<file path="src/rtl/imm_arith_encoder.sv">
// imm_arith_encoder: turns an OP-IMM operation kind plus rd/rs1/imm fields
// into a 32-bit RV32I instruction word and buffers it in a DEPTH-entry FIFO.
// Illegal requests are stored as a canonical NOP with the error flag set.
// Optional feature macro: IMM_ENC_STATS_EN adds saturating accept counters
// (stat_enc for legal words, stat_err for illegal words).
//
// Handshake: a transfer happens on a rising edge where valid && ready are
// both high. The producer holds valid and all payload fields stable until
// the transfer. in_ready depends only on registered FIFO occupancy, and
// out_valid depends only on registered occupancy, so there is no
// combinational path between the input and output sides.

package imm_arith_pkg;
  typedef enum logic [3:0] {
    iak_addi    = 4'd0,
    iak_slti    = 4'd1,
    iak_sltiu   = 4'd2,
    iak_xori    = 4'd3,
    iak_ori     = 4'd4,
    iak_andi    = 4'd5,
    iak_slli    = 4'd6,
    iak_srli    = 4'd7,
    iak_srai    = 4'd8,
    iak_invalid = 4'd15
  } imm_arith_kind_t;
endpackage

module imm_arith_encoder
  import imm_arith_pkg::*;
#(
  parameter int DEPTH = 2,
  parameter int CNT_W = 16
) (
  input  logic            clk,
  input  logic            rst,
  input  logic            flush,
  input  logic            in_valid,
  output logic            in_ready,
  input  imm_arith_kind_t in_kind,
  input  logic [4:0]      in_rd,
  input  logic [4:0]      in_rs1,
  input  logic [11:0]     in_imm,
  output logic            out_valid,
  input  logic            out_ready,
  output logic [31:0]     out_instr,
  output logic            out_err
`ifdef IMM_ENC_STATS_EN
  ,
  output logic [CNT_W-1:0] stat_enc,
  output logic [CNT_W-1:0] stat_err
`endif
);

  localparam int PTR_W = (DEPTH > 1) ? $clog2(DEPTH) : 1;
  localparam logic [6:0]  OPC_OP_IMM = 7'b0010011;
  localparam logic [31:0] NOP_WORD   = 32'h0000_0013;
  localparam logic [PTR_W:0] FULL_CNT = (PTR_W + 1)'(DEPTH);

  // Encoder results for the current request.
  logic [2:0]  funct3;
  logic [6:0]  funct7;
  logic        is_shift;
  logic        legal;
  logic [31:0] enc_instr;

  // FIFO state. Each entry holds {err, instr}.
  logic [32:0]      mem [DEPTH];
  logic [PTR_W-1:0] wr_ptr;
  logic [PTR_W-1:0] rd_ptr;
  logic [PTR_W:0]   count;
  logic [32:0]      last_head;

  logic push;
  logic wr_en;
  logic pop;

  assign in_ready  = (count != FULL_CNT);
  assign out_valid = (count != '0);
  assign push      = in_valid && in_ready;
  // A push coinciding with flush completes the handshake but is discarded.
  assign wr_en     = push && !flush;
  assign pop       = out_valid && out_ready;

  // Combinational OP-IMM encode: funct3/funct7 by kind, legality check.
  always_comb begin
    funct3    = 3'b000;
    funct7    = 7'b0000000;
    is_shift  = 1'b0;
    legal     = 1'b1;
    enc_instr = NOP_WORD;
    case (in_kind)
      iak_addi:  funct3 = 3'b000;
      iak_slti:  funct3 = 3'b010;
      iak_sltiu: funct3 = 3'b011;
      iak_xori:  funct3 = 3'b100;
      iak_ori:   funct3 = 3'b110;
      iak_andi:  funct3 = 3'b111;
      iak_slli: begin
        funct3   = 3'b001;
        is_shift = 1'b1;
      end
      iak_srli: begin
        funct3   = 3'b101;
        is_shift = 1'b1;
      end
      iak_srai: begin
        funct3   = 3'b101;
        funct7   = 7'b0100000;
        is_shift = 1'b1;
      end
      default:   legal = 1'b0;
    endcase
    // Shift amounts above 31 have no RV32I encoding.
    if (is_shift && (in_imm[11:5] != 7'b0)) begin
      legal = 1'b0;
    end
    if (!legal) begin
      enc_instr = NOP_WORD;
    end else if (is_shift) begin
      enc_instr = {funct7, in_imm[4:0], in_rs1, funct3, in_rd, OPC_OP_IMM};
    end else begin
      enc_instr = {in_imm, in_rs1, funct3, in_rd, OPC_OP_IMM};
    end
  end

  // FIFO storage: written on accepted, non-flushed pushes.
  always_ff @(posedge clk) begin
    if (wr_en) begin
      mem[wr_ptr] <= {!legal, enc_instr};
    end
  end

  // FIFO pointers and occupancy; flush clears them synchronously.
  always_ff @(posedge clk or posedge rst) begin
    if (rst) begin
      wr_ptr <= '0;
      rd_ptr <= '0;
      count  <= '0;
    end else if (flush) begin
      wr_ptr <= '0;
      rd_ptr <= '0;
      count  <= '0;
    end else begin
      if (wr_en) begin
        wr_ptr <= wr_ptr + 1'b1;
      end
      if (pop) begin
        rd_ptr <= rd_ptr + 1'b1;
      end
      case ({wr_en, pop})
        2'b10:   count <= count + 1'b1;
        2'b01:   count <= count - 1'b1;
        default: count <= count;
      endcase
    end
  end

  // Remember the last head shown so outputs hold while the FIFO is empty.
  always_ff @(posedge clk or posedge rst) begin
    if (rst) begin
      last_head <= '0;
    end else if (out_valid) begin
      last_head <= mem[rd_ptr];
    end
  end

  assign out_instr = out_valid ? mem[rd_ptr][31:0] : last_head[31:0];
  assign out_err   = out_valid ? mem[rd_ptr][32]   : last_head[32];

`ifdef IMM_ENC_STATS_EN
  // Saturating accept counters; only reset clears them.
  always_ff @(posedge clk or posedge rst) begin
    if (rst) begin
      stat_enc <= '0;
      stat_err <= '0;
    end else if (push) begin
      if (legal) begin
        if (stat_enc != '1) stat_enc <= stat_enc + 1'b1;
      end else begin
        if (stat_err != '1) stat_err <= stat_err + 1'b1;
      end
    end
  end
`endif

endmodule

</file>
<file path="config.mk">
export PLATFORM = sky130hd
export DESIGN_NAME = imm_arith_encoder
export DESIGN_NICKNAME = d
export VERILOG_FILES = /design/src/rtl/imm_arith_encoder.sv
export SDC_FILE = /design/constraint.sdc
export NUM_CORES = 1
export LEC_CHECK = 0
export CAP_MARGIN = 20
export CORE_MARGIN = 2
export CORE_UTILIZATION = 45
export CTS_CLUSTER_SIZE = 8
export DETAILED_ROUTE_END_ITERATION = 10
export PLACE_DENSITY_LB_ADDON = 0.12
export RECOVER_POWER = 50
export SLEW_MARGIN = 10
export SYNTH_ARGS = -nofsm -noshare
export SYNTH_HDL_FRONTEND = slang
export SYNTH_SLANG_ARGS = --single-unit
</file>
<file path="constraint.sdc">
create_clock -name clk -period 4 [get_ports clk]
set_input_delay 0.6 -clock clk [delete_from_list [all_inputs] [get_ports clk]]
set_output_delay 0.6 -clock clk [all_outputs]
set_load 0.1 [all_outputs]
</file>
== Word-level counts from Yosys, hierarchy flattened ==
Memory sizes are Yosys's and may differ from the RTL's.
Cells that the tools add are included.

* Bits in registers: 37
* Latch bits: 0
* Memory bits (writable): 66
* Memory bits (read-only): 0
* Output and inout bits: 35
* Memories: 1

{| class="wikitable"
|+ Memories
! name !! depth !! width !! rd ports !! clocked after memory_dff !! wr ports !! RTL line !! RTL
|-
| mem || 2 || 33 || 1 || 0 || 1 || 67 || <nowiki>logic [32:0] mem [DEPTH];</nowiki>
|}

* $add $sub $neg: 4
* Multiply operators: 0
* Divide/modulo/power cells: 0
* Order comparisons: 0
* Equality and inequality tests: 11
* Shift operators: 0
* Multiplexer cells: 17
* Bitwise logic cells: 0
* Reduce and logical (&&, ||, !) cells: 15

{| class="wikitable"
|+ Operator list
! kind !! number
|-
| 32-bit 2-to-1 mux || 3
|-
| 3-bit case mux with 7 select lines || 1
|-
| 4-bit by 3-bit == test with 1-bit output, second input constant || 4
|-
| 1-bit 2-to-1 mux || 10
|-
| 9-bit OR reduction || 1
|-
| 4-bit by 2-bit == test with 1-bit output, second input constant || 2
|-
| 7-bit nonzero test || 1
|-
| 6-bit 2-to-1 mux || 1
|-
| 2-bit nonzero test || 3
|-
| 4-bit by 1-bit == test with 1-bit output, second input constant || 1
|-
| 4-bit == test, second input constant || 1
|-
| 1-bit logical AND || 4
|-
| 4-bit logical NOT || 1
|-
| 2-bit case mux with 2 select lines || 1
|-
| 3-bit nonzero test || 1
|-
| 3-bit OR reduction || 1
|-
| 1-bit adder, second input constant || 2
|-
| 2-bit by 1-bit adder with 2-bit output, second input constant || 1
|-
| 2-bit by 1-bit == test with 1-bit output, second input constant || 1
|-
| 2-bit == test, second input constant || 1
|-
| 1-bit logical NOT || 2
|-
| 2-bit 2-to-1 mux || 1
|-
| 2-bit inequality test, second input constant || 1
|-
| 2-bit OR reduction || 1
|-
| 2-bit by 1-bit subtractor with 2-bit output, second input constant || 1
|}

== Depth between registers and ports, before layout ==
Gate-level depths: netlist (run 1).

* Word-level depth: 6
* Depth in mapped cells: 6

== Worst setup path before layout (run 1) ==
Ideal clock, no wire load.

* Kind: register to register
* Start: register count[1]
* End: memory mem[1][10] (enable)
* Setup time: 0.447 ns
* Arrival time: 3.345 ns
* Required time: 3.553 ns
* Path slack: 0.208 ns
* Cell stages (with the launch flop): 5
* Clock period less this slack: 3.792 ns
* Cells stage by stage: dfrtp_1 nor2b_1 inv_1 nand2_1 nor3b_1

* Cells in the longest elaborated chain, start to end: 5

{| class="wikitable"
|+ RTL lines
! item !! RTL line !! RTL
|-
| start: declaration || 70 || <nowiki>logic [PTR_W:0] count;</nowiki>
|-
| start signal: assignment || 151 || <nowiki>2'b10: count <= count + 1'b1;</nowiki>
|-
| start signal: assignment || 152 || <nowiki>2'b01: count <= count - 1'b1;</nowiki>
|-
| start signal: assignment || 153 || <nowiki>default: count <= count;</nowiki>
|-
| 2-bit inequality test || 77 || <nowiki>assign in_ready = (count != FULL_CNT);</nowiki>
|-
| via in_ready || 38 || <nowiki>output logic in_ready,</nowiki>
|-
| 1-bit logical AND || 79 || <nowiki>assign push = in_valid && in_ready;</nowiki>
|-
| 1-bit logical AND || 81 || <nowiki>assign wr_en = push && !flush;</nowiki>
|-
| 1-bit 2-to-1 mux || 128 || <nowiki>if (wr_en) begin</nowiki>
|-
| 1-bit 2-to-1 mux (implied by the code) || 129 || <nowiki>mem[wr_ptr] <= {!legal, enc_instr};</nowiki>
|-
| end: declaration || 67 ||
|}

The timed path passes the listed nets, and every way through them passes these cells.

== Worst setup path after layout (run 1) ==
* Start: register rd_ptr
* End: output port out_instr[26]

* Cells in the longest elaborated chain, start to end: 2

{| class="wikitable"
|+ RTL lines
! item !! RTL line !! RTL
|-
| start: declaration || 69 || <nowiki>logic [PTR_W-1:0] rd_ptr;</nowiki>
|-
| start signal: assignment || 148 || <nowiki>rd_ptr <= rd_ptr + 1'b1;</nowiki>
|-
| memory 2 x 33 bit || n/a ||
|-
| 32-bit 2-to-1 mux || 167 || <nowiki>assign out_instr = out_valid ? mem[rd_ptr][31:0] : last_head[31:0];</nowiki>
|-
| end: declaration || 45 || <nowiki>output logic [31:0] out_instr,</nowiki>
|}

No other way between the ends.

==> impl_metrics.tcl, run 1 <==
set metrics [dict create \
    synthFlopType "edfxtp_1" \
    fin_skew_ns 0.00571 \
    core_um2 7650 \
    ys_seq_area_frac 0.665 \
    drt_iter0_drc 92 \
    rsz0062_at_grt "no" \
    finalCritPeriodShare 0.800 \
    r2r-start "count[1]" \
    gp_congestion 0.744 \
    setup_tns_ns 0 \
    htreeDepth 3 \
    numCtsBuffers 9 \
    diodes 0 \
    final_util 0.560 \
    startpoint "rd_ptr" \
    grt_pass1_vias 2080 \
    drc_errors 0 \
    ant_nets 0 \
    powerDensity_nw_per_um2 570 \
    synth.cell_area_um2 3510 \
    avgSynthCellArea_um2 13.8 \
    leakage_nw 1.54 \
    clock.fmax_mhz 313 \
    io_pins 66 \
    rr_worst_depth 5 \
    synth_area_leaders "edfxtp_1 44%, dfrtp_1 22%, mux2i_1 7.4%" \
    critPathKind "reg2out" \
    slew_headroom -0.194 \
    netlist_top_cells_count "52 x edfxtp_1, 31 x dfrtp_1, 30 x a21oi_1" \
    wl_per_cell_um 14.7 \
    initial_core_util 0.459 \
    insertion_delay_ns 0.35 \
    max_cap_viol_count 2 \
    synth_top_area_cell "edfxtp_1" \
    clockRootBuffer "clkbuf_8" \
    setup_viol 0 \
    clkTransAtPathRegs_ns 0.08 \
    grt_start_max_net_pins 55 \
    track_usage 0.158 \
    clock-sinks 83 \
    synth_edf_count 52 \
    post-cts-setup-buffer-count 0 \
    worst_pin_slew_ns 1.79 \
    synthMostInstantiatedCell "edfxtp_1" \
    fp.dieH_um 92.3 \
    multi_input_area_um2 1020 \
    hold_class "reg2reg" \
    portBuffers 61 \
    path_max_fanout 27 \
    async_flop_share 0.373 \
    overflow 0 \
    die_area_um2 8530 \
    fin_crit_ns 3.20 \
    die_x_um 92.3 \
    min-delay-start "last_head[4]" \
    num_vias 2076 \
    holdPathEnd "last_head[4]" \
    wl_um 6190 \
    hold_buffers 0 \
    synth_top_area_share 0.445 \
    violations "capacitance limit, slew limit" \
    cts_resized 0 \
    cts_tree "yes" \
    critPathCaptureType "output pin" \
    rows 32 \
    place.detailed.hpwl_um 4040 \
    hold_viol 0 \
    synth-seq-cells 83 \
    cp.required_ns 3.40 \
    drive_above_1_share 0.189 \
    hold_depth 1 \
    first_pass_iters 4 \
    antenna_found_initial 0 \
    timing.rr.end "mem[1][7]" \
    cp-start-kind "flop" \
    peakVddDrop_v 0.000274 \
    cts_buffer_depth 2 \
    seqCellArea_um2 2340 \
    area_growth_pct 22.0 \
    fill_cells 663 \
    ff2ff_setup_slack_ns 1.82 \
    outcome "finished with violations" \
    final_max_slew_viol_count 60 \
    grt_pass1_wl_um 10200 \
    yosysUniqueCellTypes 38 \
    fin_nets 344 \
    synthCells 255 \
    yosysWarnings 0 \
    worst_ep_arrival_time_ns 2.60 \
    routed_via_density 4.94 \
]
power breakdown:
part           internal (W)  switching [W]  leakage (nW)  total, W
Clock              0.000366       0.000288         0.107  0.000654
Combinational      0.000163       0.000597         0.590  0.000760
Sequential         0.000993      0.0000338         0.838   0.00103
flip-flops by register name, summed over array words and instances, names as in the netlist:
| name | count |
|---|---|
| wr_ptr | 1 |
| count | 2 |
| last_head | 27 |
| mem | 52 |
| rd_ptr | 1 |
layer usage:
metal	vias up	routed length (um)	track usage	share of wire
li1	1031	-	-	-
met1	990	2710	0.198	0.44
met2	45	3100	0.260	0.50
met3	10	264	0.0342	0.043
met4	0	115	0.0784	0.019
met5	-	0	0	0
how the worst max path moves through the flow:
| stage | end | slack, ns | cells after the start |
|---|---|---|---|
| global placement | mem[1][9] | 1.36 | 4 |
| global route | out_instr[30] | 0.63 | 3 |
| floorplan | mem[1][10] | 0.21 | 4 |
| detailed placement | mem[1][9] | 1.28 | 4 |
| finish | out_instr[26] | 0.80 | 3 |
| CTS | out_instr[28] | 1.08 | 4 |
through the flow:
step | cell area [um^2] | total power, W | worst slack (ns) | std cells | hold slack, ns
2_1_floorplan | 3520 | 0.00166 | 0.208 | 258 | 0.423
3_3_place_gp | 4100 | 0.00181 | 1.36 | 404 | 0.441
3_5_place_dp | 4100 | 0.00181 | 1.28 | 404 | 0.442
4_1_cts | 4320 | 0.00247 | 1.08 | 420 | 0.465
5_1_grt | 4280 | 0.00254 | 0.625 | 420 | 0.483
6_report | 4280 | 0.00244 | 0.801 | 420 | 0.462
kinds of logic after synthesis:
family,Yosys count,share of synthesized area
buf+inv,25,0.0427
other cells,1,0.00107
compound gates,44,0.0741
xor+xnor,1,0.00249
flops,83,0.665
simple gates,75,0.140
mux,26,0.0741
final cells by class:
type | count | area share
Tap cell | 102 | 0.0298
Clock buffer | 11 | 0.0330
Clock inverter | 5 | 0.0178
Timing Repair Buffer | 65 | 0.131
Sequential cell | 83 | 0.546
Inverter | 4 | 0.00350
Multi-Input combinational cell | 150 | 0.239
cell usage in the layout (no fill, tap or decap), types with 2 or more instances in the layout:
master / count
or3_1: 3
a21oi_1: 31
clkbuf_8: 10
and2_0: 5
o21ai_0: 5
nor3_1: 2
buf_4: 28
clkbuf_1: 4
nand3b_1: 2
dfrtp_1: 31
dlygate4sd3_1: 4
bufinv_16: 2
mux2i_1: 26
conb_1: 4
nor3b_2: 11
edfxtp_1: 52
inv_1: 4
nand2_1: 4
nor2_1: 29
clkdlybuf4s50_1: 30
nor3b_1: 7
critical path: stages, from the launching register on:
cell and delay (ns):
dfrtp_1 1.36, mux2i_1 0.20, a21oi_1 0.33, buf_4 0.35
Power figures use the tool's default switching activity.
==> inputs of run 2 (changes only) <==
==> constraint.sdc (replaced) <==
create_clock -name clk -period 2.7 [get_ports clk]
set_input_delay 0.405 -clock clk [delete_from_list [all_inputs] [get_ports clk]]
set_output_delay 0.405 -clock clk [all_outputs]
set_load 0.1 [all_outputs]
==> run 2 against run 1 <==
The flow now finishes without violations. Hold slack worse by 0.078 ns. Sequential power rose by 47%. Total power grew 58%. Clock power rose by 41%. Wire length up 4.5%. Critical path depth increased by 1. Final area rose by 9.2%. Clock skew is 0.0035 ns higher. Worst setup slack got worse by 0.60 ns.
==> impl_metrics.tcl, run 2 (same netlist as run 1, synthesis figures left out) <==
set metrics [dict create \
    ant_nets 0 \
    area_growth_pct 33.2 \
    clock-sinks 83 \
    diodes 0 \
    place.detailed.hpwl_um 4330 \
    cp-start-kind "flop" \
    drive_above_1_share 0.224 \
    final_cells 423 \
    rows 32 \
    largest_reg_flops 52 \
    outcome "complete, no violations" \
    final_util 0.612 \
    first_pass_iters 4 \
    fin_nets 348 \
    grt_pass1_vias 2144 \
    peakVddDrop_v 0.000434 \
    critPathCaptureType "output pin" \
    met2WireLength_um 3200 \
    r2r-start "count[1]" \
    cts_resized 0 \
    ff2ff_setup_slack_ns 0.74 \
    portBuffers 61 \
    critPathKind "reg2out" \
    multi_input_area_um2 1040 \
    final_common_cell "edfxtp_1" \
    fp.dieH_um 92.3 \
    track_usage 0.167 \
    dp_cells 408 \
    startpoint "count[0]" \
    htreeDepth 3 \
    path_max_fanout 34 \
    post-place-ws_ns 0.553 \
    gp_congestion 0.767 \
    insertion_delay_ns 0.34 \
    max_cap_viol_count 0 \
    routed.top_layer "met4" \
    slew_headroom 0.391 \
    rsz0062_at_grt "no" \
    num_vias 2120 \
    reg.largest.list "mem x52, last_head x27, count x2" \
    worst_ep_arrival_time_ns 2.10 \
    grt_start_max_net_pins 35 \
    cp.required_ns 2.30 \
    cts_tree "yes" \
    io_pins 66 \
    antenna_found_initial 0 \
    stdcell_area_um2 4680 \
    setup_viol 0 \
    final_cell_mix "52 x edfxtp_1, 30 x dfrtp_1, 29 x nor2_1, 29 x a21oi_1, 29 x buf_12" \
    wl_met3_um 246 \
    drc_errors 0 \
    wl_per_cell_um 15.3 \
    worst_pin_slew_ns 0.913 \
    numCtsBuffers 9 \
    hold_class "in2async" \
    clock.fmax_mhz 400 \
    fin_crit_ns 2.50 \
    die_x_um 92.3 \
    top_register "mem" \
    core_um2 7650 \
    grt_pass1_wl_um 10700 \
    worst_slack_ns 0.200 \
    fill_cells 604 \
    place_area_um2 4560 \
    leakage_nw 1.69 \
    fin_skew_ns 0.00916 \
    die_area_um2 8530 \
    hold_viol 0 \
    seqCellArea_um2 2340 \
    powerDensity_nw_per_um2 825 \
    clockRootBuffer "clkbuf_8" \
    finalCritPeriodShare 0.926 \
    cts_buffer_depth 2 \
    drt-met1-wl_um 2920 \
    overflow 0 \
    post-cts-setup-buffer-count 0 \
    wl_um 6470 \
    initial_core_util 0.459 \
    drt_iter0_drc 83 \
    routed_via_density 5.01 \
    hold_buffers 0 \
    clkTransAtPathRegs_ns 0.08 \
    final_max_slew_viol_count 0 \
]
-- run 2: cell type report --
class	instances	area share
Clock buffer	12	0.0356
Timing Repair Buffer	69	0.202
Clock inverter	3	0.00963
Inverter	4	0.00321
Sequential cell	83	0.500
Tap cell	102	0.0273
Multi-Input combinational cell	150	0.222
-- run 2: final timing paths --
kind,end,cells after the start
worst max-delay path,out_instr[14],4
worst min-delay path,last_head[28],2
worst max register to register,mem[0][25],5
worst min register to register,last_head[4],1
max in group asynchronous,last_head[12],3
min in group clk,last_head[4],1
-- run 2: layer usage --
metal	GRT usage	vias to the layer above
met5	0	-
met4	0.0597	0
met3	0.0431	8
met2	0.273	42
met1	0.217	1037
li1	-	1033
-- run 2: stage by stage --
| stage | hold WS, ns | TNS [ns] | power (W) |
|---|---|---|---|
| 2_1_floorplan | 0.423 | -7.03 | 0.00249 |
| 3_3_place_gp | 0.440 | 0 | 0.00300 |
| 3_5_place_dp | 0.447 | 0 | 0.00301 |
| 4_1_cts | 0.244 | 0 | 0.00393 |
| 5_1_grt | 0.385 | 0 | 0.00401 |
| 6_report | 0.384 | 0 | 0.00386 |
-- run 2: critical path, cell delays in order, from the launching register on --
cell,delay (ns)
dfrtp_1,0.45
or2_2,0.51
buf_12,0.24
a21oi_1,0.31
buf_12,0.22
-- run 2: power breakdown --
part / switching, W / internal (W) / total, W
Sequential: 0.0000423 / 0.00147 / 0.00151
Clock: 0.000418 / 0.000504 / 0.000922
Combinational: 0.000951 / 0.000472 / 0.00142
Total: 0.00141 / 0.00245 / 0.00386
